### config.mk
export PLATFORM = sky130hd
export DESIGN_NAME = frac_clk_gen_flat
export DESIGN_NICKNAME = d
export VERILOG_FILES = /design/src/rtl/frac_clk_gen_if.sv /design/src/rtl/frac_clk_gen.sv /design/src/flat_wrapper.sv
export SDC_FILE = /design/constraint.sdc
export NUM_CORES = 1
export LEC_CHECK = 0
export CORE_AREA = 2 2 121 93
export DETAILED_ROUTE_END_ITERATION = 8
export DIE_AREA = 0 0 123 95
export HOLD_SLACK_MARGIN = 0.02
export MAX_ROUTING_LAYER = met4
export PLACE_DENSITY_LB_ADDON = 0.08
export SKIP_LAST_GASP = 1
export SYNTH_ARGS = -nofsm -noshare
export SYNTH_HDL_FRONTEND = slang
export SYNTH_SLANG_ARGS = --single-unit
export TNS_END_PERCENT = 20
### constraint.sdc
create_clock -name clk -period 23.4 [get_ports clk]
set_clock_uncertainty 0.1 [all_clocks]
set_input_delay 4.68 -clock clk [delete_from_list [all_inputs] [get_ports clk]]
set_output_delay 4.68 -clock clk [all_outputs]
set_load 0.01 [all_outputs]
### src/rtl/frac_clk_gen_if.sv
// Configuration handshake bundle for frac_clk_gen: requested N/D/mode plus
// ready/error status back to the requester.
interface frac_clk_gen_if #(
  parameter int unsigned CNT_W = 8
) ();
  logic [CNT_W-1:0] cfg_num;
  logic [CNT_W-1:0] cfg_den;
  logic             cfg_mode;
  logic             cfg_valid;
  logic             cfg_ready;
  logic             cfg_err;

  modport master (
    output cfg_num, cfg_den, cfg_mode, cfg_valid,
    input  cfg_ready, cfg_err
  );

  modport slave (
    input  cfg_num, cfg_den, cfg_mode, cfg_valid,
    output cfg_ready, cfg_err
  );
endinterface

### src/rtl/frac_clk_gen.sv
// Fractional clock divider: emits D output periods per N source cycles by
// alternating period lengths Q and Q+1 with an error accumulator.
module frac_clk_gen #(
  parameter int unsigned CNT_W   = 8,
  parameter int unsigned DEF_NUM = 76,
  parameter int unsigned DEF_DEN = 10
) (
  input  logic            clk,
  input  logic            rstn,
  input  logic            en,
  frac_clk_gen_if.slave   cfg,
  output logic            tick,
  output logic            clk_out
);

  localparam logic [CNT_W-1:0] One  = CNT_W'(1);
  localparam logic [CNT_W-1:0] DefQ = CNT_W'(DEF_NUM / DEF_DEN);
  localparam logic [CNT_W-1:0] DefR = CNT_W'(DEF_NUM % DEF_DEN);
  localparam logic [CNT_W-1:0] DefD = CNT_W'(DEF_DEN);

  logic [CNT_W-1:0] den_q, den_d, q_q, q_d, r_q, r_d;
  logic             mode_q, mode_d;
  logic [CNT_W-1:0] sh_den_q, sh_den_d, sh_q_q, sh_q_d, sh_r_q, sh_r_d;
  logic             sh_mode_q, sh_mode_d;
  logic             pend_q, pend_d;
  logic             run_q, run_d;
  logic [CNT_W-1:0] phase_q, phase_d, len_q, len_d, acc_q, acc_d;
  logic             tick_q, tick_d, clk_out_q, clk_out_d, err_q, err_d;

  logic             accept, legal, last, swap;
  logic [CNT_W-1:0] div_den, req_quot, req_rem, base;
  logic [CNT_W:0]   sum;

  always_comb begin
    den_d     = den_q;
    q_d       = q_q;
    r_d       = r_q;
    mode_d    = mode_q;
    sh_den_d  = sh_den_q;
    sh_q_d    = sh_q_q;
    sh_r_d    = sh_r_q;
    sh_mode_d = sh_mode_q;
    pend_d    = pend_q;
    run_d     = run_q;
    phase_d   = phase_q;
    len_d     = len_q;
    acc_d     = acc_q;
    err_d     = 1'b0;

    // Divider input is forced non-zero; a zero denominator is rejected anyway.
    div_den  = (cfg.cfg_den == '0) ? One : cfg.cfg_den;
    req_quot = cfg.cfg_num / div_den;
    req_rem  = cfg.cfg_num % div_den;
    legal    = (cfg.cfg_den != '0) && (cfg.cfg_num >= cfg.cfg_den) &&
               (!cfg.cfg_mode || ({1'b0, cfg.cfg_num} >= {cfg.cfg_den, 1'b0}));

    accept = cfg.cfg_valid && !pend_q;
    last   = run_q && (phase_q == len_q - One);
    swap   = pend_q && (!en || last);

    if (swap) begin
      den_d  = sh_den_q;
      q_d    = sh_q_q;
      r_d    = sh_r_q;
      mode_d = sh_mode_q;
      pend_d = 1'b0;
    end

    // Accept and swap are exclusive: accept needs pend_q low, swap needs it high.
    if (accept) begin
      if (legal) begin
        sh_den_d  = cfg.cfg_den;
        sh_q_d    = req_quot;
        sh_r_d    = req_rem;
        sh_mode_d = cfg.cfg_mode;
        pend_d    = 1'b1;
      end else begin
        err_d = 1'b1;
      end
    end

    base = (swap || !run_q) ? '0 : acc_q;
    sum  = {1'b0, base} + {1'b0, r_d};

    if (!en) begin
      run_d   = 1'b0;
      phase_d = '0;
      acc_d   = '0;
    end else if (!run_q || last) begin
      run_d   = 1'b1;
      phase_d = '0;
      if (sum >= {1'b0, den_d}) begin
        len_d = q_d + One;
        acc_d = CNT_W'(sum - {1'b0, den_d});
      end else begin
        len_d = q_d;
        acc_d = sum[CNT_W-1:0];
      end
    end else begin
      phase_d = phase_q + One;
    end

    tick_d    = run_d && (phase_d == len_d - One);
    clk_out_d = mode_d ? (run_d && (phase_d < (len_d >> 1))) : tick_d;
  end

  always_ff @(posedge clk or negedge rstn) begin
    if (!rstn) begin
      den_q     <= DefD;
      q_q       <= DefQ;
      r_q       <= DefR;
      mode_q    <= 1'b0;
      sh_den_q  <= '0;
      sh_q_q    <= '0;
      sh_r_q    <= '0;
      sh_mode_q <= 1'b0;
      pend_q    <= 1'b0;
      run_q     <= 1'b0;
      phase_q   <= '0;
      len_q     <= One;
      acc_q     <= '0;
      tick_q    <= 1'b0;
      clk_out_q <= 1'b0;
      err_q     <= 1'b0;
    end else begin
      den_q     <= den_d;
      q_q       <= q_d;
      r_q       <= r_d;
      mode_q    <= mode_d;
      sh_den_q  <= sh_den_d;
      sh_q_q    <= sh_q_d;
      sh_r_q    <= sh_r_d;
      sh_mode_q <= sh_mode_d;
      pend_q    <= pend_d;
      run_q     <= run_d;
      phase_q   <= phase_d;
      len_q     <= len_d;
      acc_q     <= acc_d;
      tick_q    <= tick_d;
      clk_out_q <= clk_out_d;
      err_q     <= err_d;
    end
  end

  assign cfg.cfg_ready = !pend_q;
  assign cfg.cfg_err   = err_q;
  assign tick          = tick_q;
  assign clk_out       = clk_out_q;

endmodule

### src/flat_wrapper.sv
// flat-port wrapper written by rule: the top's interface ports become plain ports
module frac_clk_gen_flat 
#(
  parameter int unsigned CNT_W   = 8,
  parameter int unsigned DEF_NUM = 76,
  parameter int unsigned DEF_DEN = 10
)
  (clk, rstn, en, tick, clk_out, cfg_cfg_num, cfg_cfg_den, cfg_cfg_mode, cfg_cfg_valid, cfg_cfg_ready, cfg_cfg_err);
  frac_clk_gen_if #(.CNT_W(CNT_W)) cfg_i ();
  input  logic clk;
  input  logic rstn;
  input  logic en;
  output logic tick;
  output logic clk_out;
  input wire logic [$bits(cfg_i.cfg_num)-1:0] cfg_cfg_num;
  input wire logic [$bits(cfg_i.cfg_den)-1:0] cfg_cfg_den;
  input wire logic [$bits(cfg_i.cfg_mode)-1:0] cfg_cfg_mode;
  input wire logic [$bits(cfg_i.cfg_valid)-1:0] cfg_cfg_valid;
  output wire logic [$bits(cfg_i.cfg_ready)-1:0] cfg_cfg_ready;
  output wire logic [$bits(cfg_i.cfg_err)-1:0] cfg_cfg_err;
  assign cfg_i.cfg_num = cfg_cfg_num;
  assign cfg_i.cfg_den = cfg_cfg_den;
  assign cfg_i.cfg_mode = cfg_cfg_mode;
  assign cfg_i.cfg_valid = cfg_cfg_valid;
  assign cfg_cfg_ready = cfg_i.cfg_ready;
  assign cfg_cfg_err = cfg_i.cfg_err;
  frac_clk_gen #(.CNT_W(CNT_W), .DEF_NUM(DEF_NUM), .DEF_DEN(DEF_DEN)) u_core (.clk(clk), .rstn(rstn), .en(en), .cfg(cfg_i), .tick(tick), .clk_out(clk_out));
endmodule
# Word-level counts from Yosys, hierarchy flattened
# Index checks and enable logic that the tools add are counted.
# op_classes
add_sub_neg,6
div_mod_pow,2
magnitude_cmp,4
eq_ne,3
muxes,22
reduce_logical,18
# ops
operator,count
two-way mux 8 bit,13
adder 8 x 1 -> 8 bit (second input constant),2
equality test 8 bit,2
subtractor 8 x 1 -> 8 bit (second input constant),2
adder 8 x 8 -> 9 bit,1
>= comparator 8 x 9 -> 1 bit,1
>= comparator 9 x 8 -> 1 bit,1
two-way mux 1 bit,9
divider 8 x 8 -> 8 bit,1
>= comparator 8 bit,1
logical NOT 8 bit,1
less-than comparator 8 x 7 -> 1 bit,1
modulo 8 x 8 -> 8 bit,1
nonzero test 8 bit,1
subtractor 8 bit,1
logical AND 1 bit,7
logical NOT 1 bit,4
logical OR 1 bit,4
inequality test 2 x 1 -> 1 bit (second input constant),1
AND reduction 2 bit,1
# totals
regBits,79
inputBits,21
output_inout_bits,4
wordCells,71

# Longest topological paths before layout
# depth
depth_word,16
ltp_mapped,65
mapped_depth_nobuf,64

# Worst setup path after synthesis
# No wires, ideal clock.
# synth_path
path_type,in2reg
start,input port cfg_cfg_den[6]
end,register u_core.sh_r_q[3]
setup_time_ns,0.125
arrival_time_ns,16.776
required_ns,23.175
path_slack_ns,6.400
stages,57
path_buffers,1
cell_sequence,nor4_1 > and3_1 > or2_2 > inv_1 > ha_1 > a21oi_1 > ha_1 > o21a_1 > o211ai_1 > mux2i_1 > ha_1 > o21a_1 > o21a_1 > o21ai_0 > nand2_1 > o21ai_1 > ha_1 > o21a_1 > [... 21 more ...] > o21ai_0 > a21boi_0 > o21a_1 > o21ai_0 > a21oi_1 > mux2_2 > ha_1 > nor2b_1 > o21ai_0 > a21boi_0 > o21a_1 > nor2_1 > o21ai_0 > a21o_1 > a21o_1 > buf_1 > mux2_2 > mux2_2
# synth_between
elab_chain_len,4
# synth_rtl
element,line,rtl
start: declaration,flat_wrapper.sv:16,input wire logic [$bits(cfg_i.cfg_den)-1:0] cfg_cfg_den;
"parallel branches: the longest is 4 deep, another holds modulo 8 x 8 -> 8 bit",-,
end signal: assignment,frac_clk_gen.sv:132,sh_r_q <= sh_r_d;
end: declaration,frac_clk_gen.sv:23,"logic [CNT_W-1:0] sh_den_q, sh_den_d, sh_q_q, sh_q_d, sh_r_q, sh_r_d;"
# Several ways; the timed one is not identified.
# A chain may end at the register's enable or synchronous reset.

# Worst setup path in the final report
# layout_path
start,input port cfg_cfg_den[6]
end,register u_core.sh_r_q[7]
# Same word-level chain as after synthesis.

==> reports/results.txt <==
Status = completed
Post-synth cell types = 76
Total length of routed wires = 18660 um
Die Height = 95 um
Fillcell total = 842
Hold_ws = 0.3973 ns
Area of placed instances = 0.007313 mm2
CTS tree = yes
Fmax = 52.20 MHz
Routed Antenna Nets = 0
# port buffers = 24
CP max stage cell = nor4_1
Reg2reg start = u_core.len_q[0]
Worst-Skew Late Latency = 0.35 ns
N_diodes = 0
Max_cap viols = 0
CP Capture Type = flip-flop
CP Capture Point = u_core.sh_r_q[7]
Sw Pwr = 0.4024 mW
Data arrival, critical path = 19.29 ns
Internal = 0.4885 mW
First-pass GRT wire length = 30710 um
Setup_tns = 0 ns
H-tree levels = 3
DP HPWL = 14270 um
Pre-antenna DRT Iters = 5
DRC = 0
Final Cell Area = 0.007645 mm2
Area growth syn-to-layout = 9.127%
Total GRT Usage = 35.22%
Met1 usage = 49.85%
Post-layout minimum cycle time = 19.16 ns
Seq/Total Area, Yosys = 28.36%
Core area = 0.01065 mm2
Die ar. = 0.01169 mm2
Final period util = 81.87%
Initial DRC Count = 507
# clock sinks = 79
Post-synth EDFFs = 0
Switching Share = 45.17%
Clock Pin Slew Worst Setup and Hold Paths = 0.07 ns
CP Data Required Time = 23.54 ns
Seq cells post-synth = 79
Static leakage = 3.662 nW
Ports = 25
Crit path kind = input pin to flip-flop
Crit. Startpoint = cfg_cfg_den[6]
Worst-Margin Slew = 1.029 ns
Antenna violations before repair = 0
Reg power frac = 25.6%
Setup bufs post-CTS = 0
Share of cells above drive strength 1 = 11.82%
Synth async-reset ratio = 100.0%
Slew HR = 31.38%
Synth Instances = 802
Largest net degree at the start of global routing = 80
Clock power frac = 17.9%
Top_reg_cell synth = dfrtp_1
FF-to-FF path depth = 35
Crit path max fanout = 10
Num CTS Buffers = 9
Grt ovf = 0
Root Buffer = clkbuf_16
RSZ-0062 raised after global routing = false
Vias in the first global route = 5954
HP Class = flip-flop to flip-flop
Max Slew Vio Count = 0
RR Endpoint = u_core.clk_out
Power Total = 0.8909 mW
Combinational share of power = 56.6%
Synthesized area = 0.007005 mm2
Pwr/cell area = 116.5 mW/mm2
Worst setup SP type = input pin
Yosys warnings = 0
Via density = 6.312
Avg WL per Cell = 19.60 um
FF-to-FF setup slack = 14.37 ns
Post-Syn Area per Cell = 8.735 um2
Gpl congestion = 1.014
Most frequent CP cell = o21a_1
Hold buffer count at cts = 0
# nets final = 909
Final hold violations = 0
GRT met3 Usage = 6.643%
Worst vdd ir = 0.1099 mV
Gr busiest metal = met2
Met2 Use GR = 52.85%
Row count = 33
Post-CTS sizing = 0
Routed vias = 6009
DIE WIDTH = 123 um
Critical Path Max Stage Delay = 0.75 ns
Starting density of the core = 65.76%
Number of buffers on the longest clock path = 2
Setup violators final = 0
Post-Syn Nets = 904
-- cell type report --
| type | count | area [um2] | share of cell area, % |
|---|---|---|---|
| multi-input cells | 627 | 4647 | 60.79 |
| flip-flops and latches | 79 | 1987 | 25.99 |
| repair buffers | 29 | 275.3 | 3.601 |
| inverters | 61 | 229.0 | 2.995 |
| clock buffers | 9 | 225.2 | 2.946 |
| well taps | 140 | 175.2 | 2.291 |
| clock inverters | 7 | 106.4 | 1.391 |
-- through the flow --
| stage | utilization [%] | setup slack [ns] | cells |
|---|---|---|---|
| floorplan | - | 6.400 | 802 |
| CTS | 71.76 | 4.473 | 952 |
| finish | 71.76 | 4.241 | 952 |
| global route | 71.76 | 3.250 | 952 |
| detailed placement | 68.65 | 4.160 | 936 |
| global placement | 68.65 | 4.950 | 936 |
-- kinds of logic (layout without fill, tap and decap cells) --
logic type               count (synthesis)  in the layout  share of synthesized area [%]
flip-flops                              79             79                          28.36
XOR/XNOR                                46             46                          5.858
multiplexers                            59             59                          9.180
adder cells (fa/ha/maj)                 81             81                          14.79
buffers and inverters                   96            106                          5.304
AO/OA/AOI/OAI                          185            185                          18.65
AND/OR/NAND/NOR                        256            256                          17.86
-- worst min-delay path by stage --
stage | start | to | slack (ns) | depth (start not counted)
after floorplan | u_core.den_q[0] | u_core.den_q[0] | 0.35 | 2
after global placement | u_core.acc_q[7] | u_core.acc_q[7] | 0.37 | 1
after detailed placement | u_core.acc_q[7] | u_core.acc_q[7] | 0.38 | 1
after CTS | u_core.acc_q[7] | u_core.acc_q[7] | 0.40 | 1
after global routing | u_core.acc_q[7] | u_core.acc_q[7] | 0.42 | 1
final | u_core.acc_q[7] | u_core.acc_q[7] | 0.40 | 1
-- cells in the final DEF, fill, tap and decap left out, types with 23 or more instances in the layout --
| cell | synthesis | final |
|---|---|---|
| o21ai_0 | 42 | 41 |
| clkdlybuf4s50_1 | 0 | 23 |
| a21oi_1 | 23 | 23 |
| nor3_1 | 28 | 28 |
| ha_1 | 78 | 78 |
| nor2_1 | 60 | 60 |
| o21a_1 | 30 | 30 |
| mux2_2 | 42 | 42 |
| dfrtp_1 | 71 | 71 |
| nand2_1 | 82 | 82 |
| xnor2_1 | 29 | 29 |
| inv_1 | 60 | 60 |
| a21o_1 | 23 | 23 |
-- power groups by stage --
| stage | logic (mW) | clock network (mW) | registers, mW |
|---|---|---|---|
| global placement | 0.475 | 0 | 0.226 |
| detailed placement | 0.490 | 0 | 0.228 |
| finish | 0.504 | 0.159 | 0.228 |
| floorplan | 0.391 | 0 | 0.208 |
| global route | 0.559 | 0.166 | 0.232 |
| CTS | 0.497 | 0.161 | 0.226 |
-- routing by layer --
layer	up-vias	part of all wire, %
met5	-	0
li1	2885	-
met2	234	44
met4	0	1.0
met3	24	7.9
met1	2866	47
-- cell usage after synthesis (4+ instances only) --
cell / n / area, um2
nand2_1: 82 / 307.8
ha_1: 78 / 975.9
dfrtp_1: 71 / 1777
inv_1: 60 / 225.2
nor2_1: 60 / 225.2
mux2_2: 42 / 473.0
o21ai_0: 42 / 210.2
o21a_1: 30 / 225.2
xnor2_1: 29 / 254.0
clkbuf_1: 28 / 105.1
nor3_1: 28 / 140.1
a21o_1: 23 / 172.7
a21oi_1: 23 / 115.1
mux2i_1: 17 / 170.2
nand3_1: 17 / 85.08
xor2_1: 16 / 140.1
and3_1: 15 / 93.84
nand4_1: 9 / 56.30
dfstp_2: 8 / 210.2
a211oi_1: 7 / 52.55
nand2b_1: 7 / 43.79
o211ai_1: 6 / 45.04
a31o_2: 5 / 43.79
a31oi_1: 5 / 31.28
and2_1: 5 / 31.28
nor2b_1: 5 / 31.28
a21boi_0: 4 / 30.03
nor4_1: 4 / 25.02
o31ai_1: 4 / 30.03
-- worst max-delay path: cells and delay by family --
kind / cells / cell delay (ns)
AOI/OAI and AO/OA: 36 / 8.02
adders and majority gates: 8 / 2.45
buffers and inverters: 2 / 0.67
and+or+nand+nor: 7 / 1.71
muxes: 5 / 1.74
-- registers in the layout (all words and copies together) (netlist names), 8 cells and up --
| register | cells |
|---|---|
| u_core.len_q | 8 |
| u_core.q_q | 8 |
| u_core.den_q | 8 |
| u_core.sh_q_q | 8 |
| u_core.sh_r_q | 8 |
| u_core.acc_q | 8 |
| u_core.sh_den_q | 8 |
| u_core.phase_q | 8 |
| u_core.r_q | 8 |
Power figures use the tool's default switching activity.
